## config.mk

```make
export PLATFORM = sky130hd
export DESIGN_NAME = fetch_ctrl
export DESIGN_NICKNAME = d
export VERILOG_FILES = /design/src/rtl/fetch_pkg.sv /design/src/rtl/fetch_fifo.sv /design/src/rtl/fetch_ctrl.sv
export SDC_FILE = /design/constraint.sdc
export NUM_CORES = 1
export LEC_CHECK = 0
export ABC_AREA = 1
export BUFFER_PORTS_ARGS = -buffer_cell sky130_fd_sc_hd__buf_2
export CAP_MARGIN = 5
export CORE_MARGIN = 2
export CORE_UTILIZATION = 63
export CTS_BUF_LIST = sky130_fd_sc_hd__clkbuf_2
export DETAILED_ROUTE_END_ITERATION = 12
export MAX_ROUTING_LAYER = met4
export PLACE_DENSITY = 0.85
export SLEW_MARGIN = 25
export SYNTH_ARGS = -nofsm -noshare
export SYNTH_HDL_FRONTEND = slang
export SYNTH_SLANG_ARGS = --single-unit
```

## constraint.sdc

```tcl
create_clock -name clk_i -period 7.6 [get_ports clk_i]
set_input_delay 0.76 -clock clk_i [delete_from_list [all_inputs] [get_ports clk_i]]
set_output_delay 0.76 -clock clk_i [all_outputs]
set_load 0.01 [all_outputs]
```

## src/rtl/fetch_pkg.sv

```systemverilog
// Shared types and constants for the instruction-fetch stage.
package fetch_pkg;

  localparam int XLEN = 32;
  localparam logic [XLEN-1:0] PC_STEP = 32'd4;

  typedef enum logic [1:0] {
    BOOT,
    RUN,
    FLUSH
  } state_e;

  // One buffered instruction together with the address it was fetched from.
  typedef struct packed {
    logic [XLEN-1:0] pc;
    logic [XLEN-1:0] insn;
  } fetch_entry_t;

  // Width of a counter that must hold every value from 0 to depth inclusive.
  function automatic int cnt_width(input int depth);
    return $clog2(depth + 1);
  endfunction

endpackage

```

## src/rtl/fetch_fifo.sv

```systemverilog
// Synchronous first-word-fall-through FIFO with flush; head reads as zero when empty.
module fetch_fifo
  import fetch_pkg::*;
#(
  parameter int DEPTH = 2,
  parameter int WIDTH = 64,
  localparam int CNT_W = cnt_width(DEPTH)
) (
  input  logic             clk_i,
  input  logic             rst_ni,
  input  logic             flush_i,
  input  logic             push_i,
  input  logic [WIDTH-1:0] data_i,
  input  logic             pop_i,
  output logic [WIDTH-1:0] data_o,
  output logic [CNT_W-1:0] count_o
);

  localparam int PTR_W = $clog2(DEPTH);

  logic [WIDTH-1:0] mem_q [DEPTH];
  logic [PTR_W-1:0] rd_ptr_q, wr_ptr_q;
  logic [CNT_W-1:0] count_q;
  logic             do_push, do_pop;

  assign do_pop  = pop_i & (count_q != '0);
  assign do_push = push_i & ~flush_i & ((count_q != CNT_W'(DEPTH)) | do_pop);

  // NOTE: non-blocking assignments for every register so all state updates see pre-edge values.
  always_ff @(posedge clk_i or negedge rst_ni) begin
    if (!rst_ni) begin
      rd_ptr_q <= '0;
      wr_ptr_q <= '0;
      count_q  <= '0;
    end else if (flush_i) begin
      rd_ptr_q <= '0;
      wr_ptr_q <= '0;
      count_q  <= '0;
    end else begin
      if (do_push) wr_ptr_q <= wr_ptr_q + PTR_W'(1);
      if (do_pop)  rd_ptr_q <= rd_ptr_q + PTR_W'(1);
      count_q <= count_q + CNT_W'(do_push) - CNT_W'(do_pop);
    end
  end

  // NOTE: storage is deliberately not reset; the empty-mask on data_o hides stale contents.
  always_ff @(posedge clk_i) begin
    if (do_push) mem_q[wr_ptr_q] <= data_i;
  end

  assign data_o  = (count_q != '0) ? mem_q[rd_ptr_q] : '0;
  assign count_o = count_q;

endmodule

```

## src/rtl/fetch_ctrl.sv

```systemverilog
// Instruction-fetch sequencer: owns the fetch PC, issues credit-limited imem requests,
// buffers responses for decode and discards in-flight responses made stale by a redirect.
module fetch_ctrl
  import fetch_pkg::*;
#(
  parameter logic [XLEN-1:0] RESET_PC   = 32'h0000_0000,
  parameter int              FIFO_DEPTH = 2
) (
  input  logic            clk_i,
  input  logic            rst_ni,
  input  logic            redirect_i,
  input  logic [XLEN-1:0] redirect_pc_i,
  output logic            imem_req_o,
  output logic [XLEN-1:0] imem_addr_o,
  input  logic            imem_gnt_i,
  input  logic            imem_rvalid_i,
  input  logic [XLEN-1:0] imem_rdata_i,
  output logic            ins_valid_o,
  output logic [XLEN-1:0] ins_pc_o,
  output logic [XLEN-1:0] ins_data_o,
  input  logic            ins_ready_i,
  output logic            busy_o
);

  localparam int CNT_W = cnt_width(FIFO_DEPTH);

  state_e           state_q, state_d;
  logic [XLEN-1:0]  pc_q, pc_d;
  logic [XLEN-1:0]  resp_pc_q, resp_pc_d;
  logic [CNT_W-1:0] outstanding_q, outstanding_d;
  logic [CNT_W-1:0] discard_q, discard_d;
  logic [CNT_W-1:0] fifo_count;
  logic [CNT_W:0]   in_use;
  logic [XLEN-1:0]  redirect_target;
  logic             fire, push, pop, stale_rsp;
  fetch_entry_t     push_entry, head_entry;
  logic             unused_pc_lsbs;

  assign redirect_target = {redirect_pc_i[XLEN-1:2], 2'b00};
  assign unused_pc_lsbs  = ^redirect_pc_i[1:0];

  // Every granted request reserves a FIFO slot, so the buffer can never overflow.
  assign in_use     = {1'b0, outstanding_q} + {1'b0, fifo_count};
  assign imem_req_o = (state_q == RUN) & ~redirect_i & (in_use < (CNT_W + 1)'(FIFO_DEPTH));
  assign imem_addr_o = pc_q;

  assign fire      = imem_req_o & imem_gnt_i;
  assign stale_rsp = imem_rvalid_i & (discard_q != '0);
  assign push      = imem_rvalid_i & (discard_q == '0) & ~redirect_i;
  assign pop       = ins_valid_o & ins_ready_i;

  // NOTE: every always_comb output gets a default first so no path can infer a latch.
  always_comb begin
    state_d       = state_q;
    pc_d          = pc_q;
    resp_pc_d     = resp_pc_q;
    discard_d     = discard_q;
    outstanding_d = outstanding_q + CNT_W'(fire) - CNT_W'(imem_rvalid_i);

    if (fire)      pc_d      = pc_q + PC_STEP;
    if (push)      resp_pc_d = resp_pc_q + PC_STEP;
    if (stale_rsp) discard_d = discard_q - CNT_W'(1);

    case (state_q)
      BOOT:    state_d = RUN;
      FLUSH:   if (stale_rsp && discard_q == CNT_W'(1)) state_d = RUN;
      default: state_d = state_q;
    endcase

    // Whatever is still in flight after this cycle belongs to the old path.
    if (redirect_i) begin
      pc_d      = redirect_target;
      resp_pc_d = redirect_target;
      discard_d = outstanding_q - CNT_W'(imem_rvalid_i);
      state_d   = (state_q == BOOT || discard_d == '0) ? RUN : FLUSH;
    end
  end

  always_ff @(posedge clk_i or negedge rst_ni) begin
    if (!rst_ni) begin
      state_q       <= BOOT;
      pc_q          <= RESET_PC;
      resp_pc_q     <= RESET_PC;
      outstanding_q <= '0;
      discard_q     <= '0;
    end else begin
      state_q       <= state_d;
      pc_q          <= pc_d;
      resp_pc_q     <= resp_pc_d;
      outstanding_q <= outstanding_d;
      discard_q     <= discard_d;
    end
  end

  assign push_entry = '{pc: resp_pc_q, insn: imem_rdata_i};

  fetch_fifo #(
    .DEPTH (FIFO_DEPTH),
    .WIDTH ($bits(fetch_entry_t))
  ) u_fifo (
    .clk_i   (clk_i),
    .rst_ni  (rst_ni),
    .flush_i (redirect_i),
    .push_i  (push),
    .data_i  (push_entry),
    .pop_i   (pop),
    .data_o  (head_entry),
    .count_o (fifo_count)
  );

  assign ins_valid_o = (fifo_count != '0) & ~redirect_i;
  assign ins_pc_o    = head_entry.pc;
  assign ins_data_o  = head_entry.insn;
  assign busy_o      = (outstanding_q != '0) | (state_q == FLUSH);

  rvalid_needs_outstanding : assert property (
    @(posedge clk_i) disable iff (!rst_ni) imem_rvalid_i |-> (outstanding_q != '0)
  );

endmodule

```

==> impl_metrics.tcl, run 1 <==
set metrics [dict create \
    power_density_nw_per_um2 254 \
    post-route-drc-count 0 \
    tightest_slew_ns 0.906 \
    power_switching_mw 1.03 \
    reg2reg_depth 8 \
    worstPathArrival_ns 3.22 \
    rr_startpoint "u_fifo.count_o[1]" \
    p_total_mw 2.71 \
    synth_area_leaders "edfxtp_1, dfrtp_1, nand2_1, a21oi_1, nand3_1" \
    post_dp_cell_area_um2 10400 \
    syn2layout_area_growth_pct 12.2 \
    core_um2 14600 \
    combinationalPowerShare_pct 29.2 \
    startpoint_type "register" \
    num_io_pins 169 \
    cts_tree "done" \
    startpoint "u_fifo.rd_ptr_q" \
    required_ns 6.84 \
    setup_violations 0 \
    syn_inst 1060 \
    synthesis.area_um2 9510 \
    reg2reg_to "u_fifo.mem_q[1][1]" \
    htree_levels 4 \
    synth_top_cell_by_area "edfxtp_1" \
    leakage_nw 4.70 \
    end_kind "primary output" \
    numCtsBuffers 17 \
    synth_top_area_share_pct 39.2 \
    die_w_um 127 \
    async_reset_ff_share_pct 36.1 \
    cts_resized 0 \
    power_frac_seq_pct 52.4 \
    vias 7763 \
    grt_overflow 0 \
    synth-edff-count 124 \
    period_needed_ns 3.98 \
    peakVddDrop_mv 0.144 \
    gp_congestion 0.886 \
    drive_above_1_share_pct 20.6 \
    drv_cap 0 \
    dr.pass1.iters 6 \
    critPathKind "reg2out" \
    path_max_fanout 65 \
    num_rows 44 \
    cts_buffer_depth 2 \
    clock_latency_ns 0.77 \
    fin_area_um2 10700 \
    ant_nets 0 \
    synth-main-ff-cell "edfxtp_1" \
    dieArea_um2 16100 \
    r2r_setup_slack_ns 4.93 \
    slew_viol_final 0 \
    synth_commonest_cells "nand2_1, edfxtp_1, a21oi_1, nor2_1, inv_1" \
    wirelength_um 21500 \
    max_freq_mhz 252 \
    cts-root-buf "clkbuf_2" \
    rsz0062_at_grt "no" \
    n_antenna_cell 0 \
    switching_share_pct 37.9 \
    hpwlAfterDp_um 14700 \
    post_cts_buffers 0 \
    initial_core_util_pct 64.9 \
    via_per_inst 5.52 \
    synth_warnings 0 \
    ys_seq_area_share_pct 57.6 \
    synth_most_common_cell "nand2_1" \
    track_usage_pct 27.2 \
    grt_first_pass_wirelength_um 33800 \
    skew_ns 0.0276 \
    clk_pin_slew_worst_paths_ns 0.27 \
    dp.cells 1375 \
    p_clk_share_pct 18.3 \
    ys_seq_elements 194 \
    yosysUniqueCellTypes 42 \
    antenna_found_initial 0 \
    drtIter0Drc 637 \
    timing.final.crit_share_pct 52.3 \
    hold_violations 0 \
    finalNonFillerCells 1407 \
    die_h_um 127 \
    routedWlPerCell_um 15.2 \
    portBuffers 162 \
    relSlewSlack_pct 39.6 \
    nNetsFinal 1290 \
    syn-mean-instance-area_um2 8.97 \
    tns_ns 0 \
    cts_sinks 194 \
    status "complete, no violations" \
    hold_class "in2async" \
    grt_pass1_vias 7152 \
    postCtsHoldBufs 0 \
    internal_power_mw 1.69 \
    grt_max_degree 71 \
]
==> power by group through the flow <==
stage / registers, mW / clock network, mW / logic, mW
floorplan: 1.42 / 0 / 0.527
global placement: 1.43 / 0 / 0.767
detailed placement: 1.44 / 0 / 0.792
CTS: 1.42 / 0.507 / 0.795
global route: 1.44 / 0.543 / 0.888
finish: 1.42 / 0.498 / 0.793
==> logic make-up after synthesis <==
family | share of synthesized area (%)
AOI/OAI and AO/OA | 8.67
xor gates and xnor gates | 0.553
adders and majority gates | 1.40
buffers and inverters | 5.57
DFF | 57.6
other | 0.0394
and+or+nand+nor | 26.2
==> worst max path at each step <==
| stage | end | slack, ns |
|---|---|---|
| floorplan | u_fifo.mem_q[0][0] | 3.11 |
| global placement | imem_req_o | 4.25 |
| detailed placement | imem_req_o | 4.23 |
| CTS | ins_pc_o[28] | 3.76 |
| global route | ins_pc_o[19] | 3.35 |
| finish | ins_pc_o[28] | 3.62 |
==> layout by cell type, fill, tap and decap left out, types with 18 or more instances in the layout <==
cell type,Yosys,layout
dfrtp_1,70,69
a21oi_1,89,89
buf_2,12,162
nand2_1,342,342
nor2_1,87,85
edfxtp_1,124,124
clkbuf_2,0,18
nand3_1,71,71
inv_1,81,81
o21ai_0,27,27
==> worst max-delay path, cell delays in order (launching register included) <==
cell and delay, ns:
dfrtp_2 0.40, buf_4 0.55, clkinv_2 0.88, nand2_1 0.28, a21oi_1 0.12, buf_2 0.19
==> area by class of cell <==
type,instances,area [um2]
multi-input cells,742,3530
clock buffers,18,90.1
clock inverters,14,149
repair buffers,169,863
fillers,1083,3980
flip-flops and latches,194,5480
well taps,184,230
inverters,86,324
==> sequential cells by signal, summed over array words and instances, names as in the netlist <==
signal and count:
u_fifo.mem_q 124, state_q 2, discard_q 2, imem_addr_o 30, u_fifo.rd_ptr_q 1, resp_pc_q 30, u_fifo.count_o 2, outstanding_q 2
u_fifo.wr_ptr_q 1
==> layer usage <==
layer / global-route usage [%] / routed length, um
met1: 36.4 / 9180
met2: 43.5 / 10200
met3: 4.34 / 1720
met4: 8.14 / 369
met5: - / 0
==> per-stage QoR <==
step	setup slack, ns	hold WS [ns]	util (%)
finish	3.62	0.148	72.8
global route	3.35	0.0885	72.8
CTS	3.76	0.104	72.8
detailed placement	4.23	0.535	71.2
global placement	4.25	0.518	71.2
floorplan	3.11	0.464	-
No activity file was read; power rests on OpenSTA's default activity.
==> run 2, diff against run 1 <==
--- a/config.mk
+++ b/config.mk
@@ -9,11 +9,11 @@
 export BUFFER_PORTS_ARGS = -buffer_cell sky130_fd_sc_hd__buf_2
 export CAP_MARGIN = 5
 export CORE_MARGIN = 2
-export CORE_UTILIZATION = 63
+export CORE_UTILIZATION = 58
 export CTS_BUF_LIST = sky130_fd_sc_hd__clkbuf_2
 export DETAILED_ROUTE_END_ITERATION = 12
 export MAX_ROUTING_LAYER = met4
-export PLACE_DENSITY = 0.85
+export PLACE_DENSITY = 0.79
 export SLEW_MARGIN = 25
 export SYNTH_ARGS = -nofsm -noshare
 export SYNTH_HDL_FRONTEND = slang
==> constraint.sdc (replaced) <==
create_clock -name clk_i -period 4 [get_ports clk_i]
set_input_delay 0.4 -clock clk_i [delete_from_list [all_inputs] [get_ports clk_i]]
set_output_delay 0.4 -clock clk_i [all_outputs]
set_load 0.01 [all_outputs]
==> impl_metrics.tcl, run 2 (same netlist as run 1, synthesis figures left out) <==
set metrics [dict create \
    timing.final.crit_share_pct 73.4 \
    end_kind "primary output" \
    hpwlAfterDp_um 14600 \
    vias 8133 \
    path_max_fanout 62 \
    post_dp_cell_area_um2 10500 \
    reg2reg_depth 7 \
    max_freq_mhz 340 \
    peakVddDrop_mv 0.256 \
    grt_overflow 0 \
    clock_latency_ns 0.78 \
    reg2reg_to "u_fifo.mem_q[0][60]" \
    fin_area_um2 11400 \
    via_per_inst 5.41 \
    grt_pass1_vias 7632 \
    skew_ns 0.0443 \
    num_rows 46 \
    period_needed_ns 2.94 \
    core_um2 15900 \
    wirelength_um 23000 \
    p_total_mw 5.25 \
    mostFrequentLayoutCells "nand2_1, buf_2, edfxtp_1, a21oi_1, nor2_1" \
    die_h_um 132 \
    cts_tree "done" \
    largest_reg_flops 124 \
    die_w_um 132 \
    hold_start "imem_gnt_i" \
    top_register "u_fifo.mem_q" \
    tightest_slew_ns 0.940 \
    hold_violations 0 \
    leakage_nw 4.98 \
    drtIter0Drc 617 \
    antenna_found_initial 0 \
    r2r_setup_slack_ns 1.45 \
    grt_max_degree 65 \
    tns_ns 0 \
    setup_violations 0 \
    power_density_nw_per_um2 462 \
    portBuffers 162 \
    grt_first_pass_wirelength_um 37800 \
    min_to "imem_addr_o[24]" \
    hold_class "in2reg" \
    n_antenna_cell 0 \
    clk_pin_slew_worst_paths_ns 0.26 \
    status "complete, no violations" \
    nNetsFinal 1355 \
    htree_levels 4 \
    required_ns 3.60 \
    relSlewSlack_pct 37.4 \
    final_common_cell "nand2_1" \
    postLayoutCoreUtil_pct 71.3 \
    cts_buffer_depth 2 \
    dr.pass1.iters 5 \
    critPathKind "reg2out" \
    gp_congestion 0.921 \
    syn2layout_area_growth_pct 19.5 \
    post-route-drc-count 0 \
    rsz0062_at_grt "no" \
    worstHoldPathCells 5 \
    routedWlPerCell_um 15.3 \
    dieArea_um2 17400 \
    initial_core_util_pct 59.6 \
    drv_cap 0 \
    numCtsBuffers 17 \
    ant_nets 0 \
    cts-root-buf "clkbuf_2" \
    num_io_pins 169 \
    rr_startpoint "discard_q[0]" \
    track_usage_pct 27.8 \
    cts_sinks 194 \
    worstPathArrival_ns 2.54 \
    startpoint_type "register" \
    slew_viol_final 0 \
    drive_above_1_share_pct 19.5 \
]
[run 2: cell count changes in the layout (fill, tap and decap cells not counted)]
cell	previous run	this run
inv_6	5	2
clkinv_1	0	1
clkinv_2	1	3
inv_8	1	2
bufinv_16	1	2
dlygate4sd3_1	0	65
clkinv_4	2	1
clkinv_8	1	0
[run 2: repair_timing]
action / CTS / global route
hold buffers: 65 / 0
gates resized for setup: 0 / 0
endpoints found under the hold margin: 154 / 0
setup buffers: 0 / 0
[run 2: where the power goes]
group / internal (mW) / total, mW / leakage [nW] / switching, mW
clock network: 0.297 / 0.965 / 0.138 / 0.668
logic: 0.555 / 1.58 / 2.87 / 1.02
registers: 2.44 / 2.71 / 1.97 / 0.268
total: 3.29 / 5.25 / 4.98 / 1.96
[run 2: area by class of cell]
class	instances	area (um2)
well taps	216	270
repair buffers	234	1510
flip-flops and latches	194	5480
clock buffers	18	90.1
clock inverters	14	153
inverters	86	324
fillers	1226	4580
multi-input cells	742	3530
[run 2: critical path, cell delays in order, from the launching register on]
cell	delay, ns
dfrtp_2	0.43
clkinv_2	0.68
nand2_1	0.33
a21oi_1	0.12
buf_2	0.18
[run 2: through the flow]
stage / setup WS (ns) / hold slack, ns / instances
global route: 0.902 / 0.0693 / 1504
CTS: 0.981 / 0.0481 / 1504
finish: 1.06 / 0.122 / 1504
floorplan: -0.126 / 0.104 / 1063
detailed placement: 1.30 / 0.502 / 1407
global placement: 1.39 / 0.490 / 1407
[run 2: worst max-delay path by stage]
| stage | from | endpoint | cells after the start |
|---|---|---|---|
| floorplan | redirect_i | u_fifo.mem_q[0][0] | 6 |
| global placement | redirect_i | u_fifo.mem_q[1][18] | 7 |
| detailed placement | redirect_i | u_fifo.mem_q[0][18] | 7 |
| CTS | u_fifo.rd_ptr_q | ins_pc_o[9] | 4 |
| global route | u_fifo.rd_ptr_q | ins_data_o[10] | 4 |
| finish | u_fifo.rd_ptr_q | ins_data_o[10] | 4 |
[run 2: routing by layer]
metal	part of all wire, %	GRT usage, %
met3	8.2	5.11
met2	48	43.9
met5	0	-
met4	1.6	8.51
met1	42	37.1
==> run 3, diff against run 2 <==
--- a/config.mk
+++ b/config.mk
@@ -5,15 +5,15 @@
 export SDC_FILE = /design/constraint.sdc
 export NUM_CORES = 1
 export LEC_CHECK = 0
-export ABC_AREA = 1
+export ABC_AREA = 0
 export BUFFER_PORTS_ARGS = -buffer_cell sky130_fd_sc_hd__buf_2
 export CAP_MARGIN = 5
 export CORE_MARGIN = 2
-export CORE_UTILIZATION = 58
+export CORE_UTILIZATION = 52
 export CTS_BUF_LIST = sky130_fd_sc_hd__clkbuf_2
 export DETAILED_ROUTE_END_ITERATION = 12
 export MAX_ROUTING_LAYER = met4
-export PLACE_DENSITY = 0.79
+export PLACE_DENSITY = 0.76
 export SLEW_MARGIN = 25
 export SYNTH_ARGS = -nofsm -noshare
 export SYNTH_HDL_FRONTEND = slang
==> constraint.sdc (replaced) <==
create_clock -name clk_i -period 2.4 [get_ports clk_i]
set_input_delay 0.24 -clock clk_i [delete_from_list [all_inputs] [get_ports clk_i]]
set_output_delay 0.24 -clock clk_i [all_outputs]
set_load 0.01 [all_outputs]
==> impl_metrics.tcl, run 3 <==
set metrics [dict create \
    n_fill_cell 1243 \
    syn2layout_area_growth_pct 31.6 \
    synthesis.area_um2 8980 \
    die_h_um 135 \
    drv_cap 0 \
    syn_inst 735 \
    dieArea_um2 18300 \
    multi_input_area_um2 3510 \
    num_rows 48 \
    grt_first_pass_wirelength_um 34700 \
    cts-root-buf "clkbuf_2" \
    synth-main-ff-cell "edfxtp_1" \
    synth_commonest_cells "edfxtp_1, nor2_1, dfrtp_1, mux2i_1, nand3_1" \
    htree_levels 4 \
    rsz0062_at_grt "yes" \
    period_needed_ns 2.85 \
    critPathKind "reg2out" \
    clk_pin_slew_worst_paths_ns 0.24 \
    dr.pass1.iters 5 \
    synth_area_leaders "edfxtp_1, dfrtp_1, mux2i_1, nor2_1, or4_1" \
    tightest_slew_ns 0.857 \
    power_density_nw_per_um2 743 \
    via_per_inst 5.82 \
    synth_warnings 0 \
    max_freq_mhz 351 \
    setup_violations 27 \
    synth_top_cell_by_area "edfxtp_1" \
    antenna_found_initial 0 \
    timing.final.crit_share_pct 119 \
    path_max_fanout 2 \
    vias 7264 \
    async_reset_ff_share_pct 36.1 \
    reg2reg_depth 12 \
    ys_seq_area_share_pct 61.0 \
    syn-mean-instance-area_um2 12.2 \
    grt_pass1_vias 6779 \
    drtIter0Drc 654 \
    hold_class "in2reg" \
    top_register "u_fifo.mem_q" \
    die_w_um 135 \
    gp_congestion 0.965 \
    worstPathArrival_ns 2.61 \
    grt_max_degree 63 \
    worstHoldPathCells 2 \
    clock_latency_ns 0.76 \
    mostFrequentLayoutCells "buf_2, edfxtp_1, nor2_1, dlygate4sd3_1, dfrtp_1" \
    hpwlAfterDp_um 14300 \
    relSlewSlack_pct 42.7 \
    synth_top_area_share_pct 41.5 \
    portBuffers 162 \
    skew_ns 0.0327 \
    required_ns 2.16 \
    final_common_cell "buf_2" \
    hold_violations 0 \
    initial_core_util_pct 52.6 \
    nNetsFinal 1092 \
    n_antenna_cell 0 \
    finalHoldWorstSlack_ns 0.201 \
    largest_reg_flops 124 \
    regArea_um2 5480 \
    post-route-drc-count 0 \
    status "complete, but fails checks" \
    synth-edff-count 124 \
    track_usage_pct 25.3 \
    numCtsBuffers 17 \
    peakVddDrop_mv 0.524 \
    routedWlPerCell_um 19.3 \
    ant_nets 0 \
    startpoint_type "register" \
    synth_most_common_cell "edfxtp_1" \
    ys_seq_elements 194 \
    p_total_mw 8.78 \
    leakage_nw 4.61 \
    postLayoutCoreUtil_pct 69.3 \
    cts_tree "done" \
    num_io_pins 169 \
    end_kind "primary output" \
    yosysUniqueCellTypes 54 \
    wirelength_um 24100 \
    drive_above_1_share_pct 31.0 \
    cts_buffer_depth 2 \
    core_um2 17100 \
    tns_ns -3.98 \
    cts_sinks 194 \
    fin_ws_ns -0.452 \
    grt_overflow 0 \
    slew_viol_final 0 \
    violations "negative setup slack" \
]
-- run 3: stage by stage --
step | instance area (um2) | cells | setup WS (ns)
finish | 11800 | 1249 | -0.452
global route | 11800 | 1249 | -0.584
CTS | 11500 | 1239 | -0.420
detailed placement | 10400 | 1128 | -0.258
global placement | 10400 | 1128 | -0.184
floorplan | 9100 | 738 | -0.816
-- run 3: layout make-up --
cell class | count | area share [%]
clock buffer | 20 | 0.847
clock inverter | 11 | 1.32
inverter | 17 | 0.561
multi-input combinational | 485 | 29.7
sequential | 194 | 46.4
tap | 225 | 2.38
timing repair buffer | 297 | 18.8
-- run 3: final timing paths --
| kind | slack, ns | end | from |
|---|---|---|---|
| setup / recovery | -0.45 | imem_req_o | outstanding_q[0] |
| hold / removal | 0.20 | u_fifo.mem_q[1][2] | imem_rdata_i[2] |
| setup reg to reg | -0.37 | outstanding_q[1] | outstanding_q[0] |
| hold reg to reg | 0.55 | u_fifo.mem_q[0][63] | resp_pc_q[31] |
| max in group asynchronous | 0.59 | outstanding_q[1] | rst_ni |
| min in group asynchronous | 0.55 | imem_addr_o[6] | rst_ni |
-- run 3: metal layers --
layer	vias up	part of all wire, %	global-route usage (%)
met5	-	0	-
met4	0	1.9	8.97
li1	3331	-	-
met1	3506	42	33.2
met2	386	48	39.8
met3	41	7.9	4.98
-- run 3: power by group --
group	internal, mW	switching [mW]	total [mW]
Combinational	1.34	1.54	2.88
Sequential	3.91	0.309	4.22
Clock	0.599	1.08	1.68
-- run 3: critical path, stage by stage (launching register included) --
cell and delay, ns:
dfrtp_1 0.45, inv_2 0.09, nor2_4 0.05, fa_1 0.47
or4b_4 0.58, nor2_4 0.12, buf_6 0.11
-- run 3: cell families after synthesis --
| group | count (synthesis) | share of synthesized area (%) |
|---|---|---|
| other | 1 | 0.0418 |
| xor gates and xnor gates | 21 | 2.05 |
| muxes | 78 | 8.88 |
| DFF | 194 | 61.0 |
| AOI/OAI and AO/OA | 92 | 7.08 |
| adders and majority gates | 10 | 1.48 |
| and+or+nand+nor | 280 | 16.8 |
| buffers and inverters | 59 | 2.69 |
-- run 3: timing repair --
item                                    in CTS  in global routing
hold buffers                                70                  0
buffers inserted                            10                  6
pin swaps                                   13                 15
cloned                                       1                  7
gates resized for setup                     19                 17
hold endpoints to repair                   202                  0
endpoints found under the setup margin      88                 92
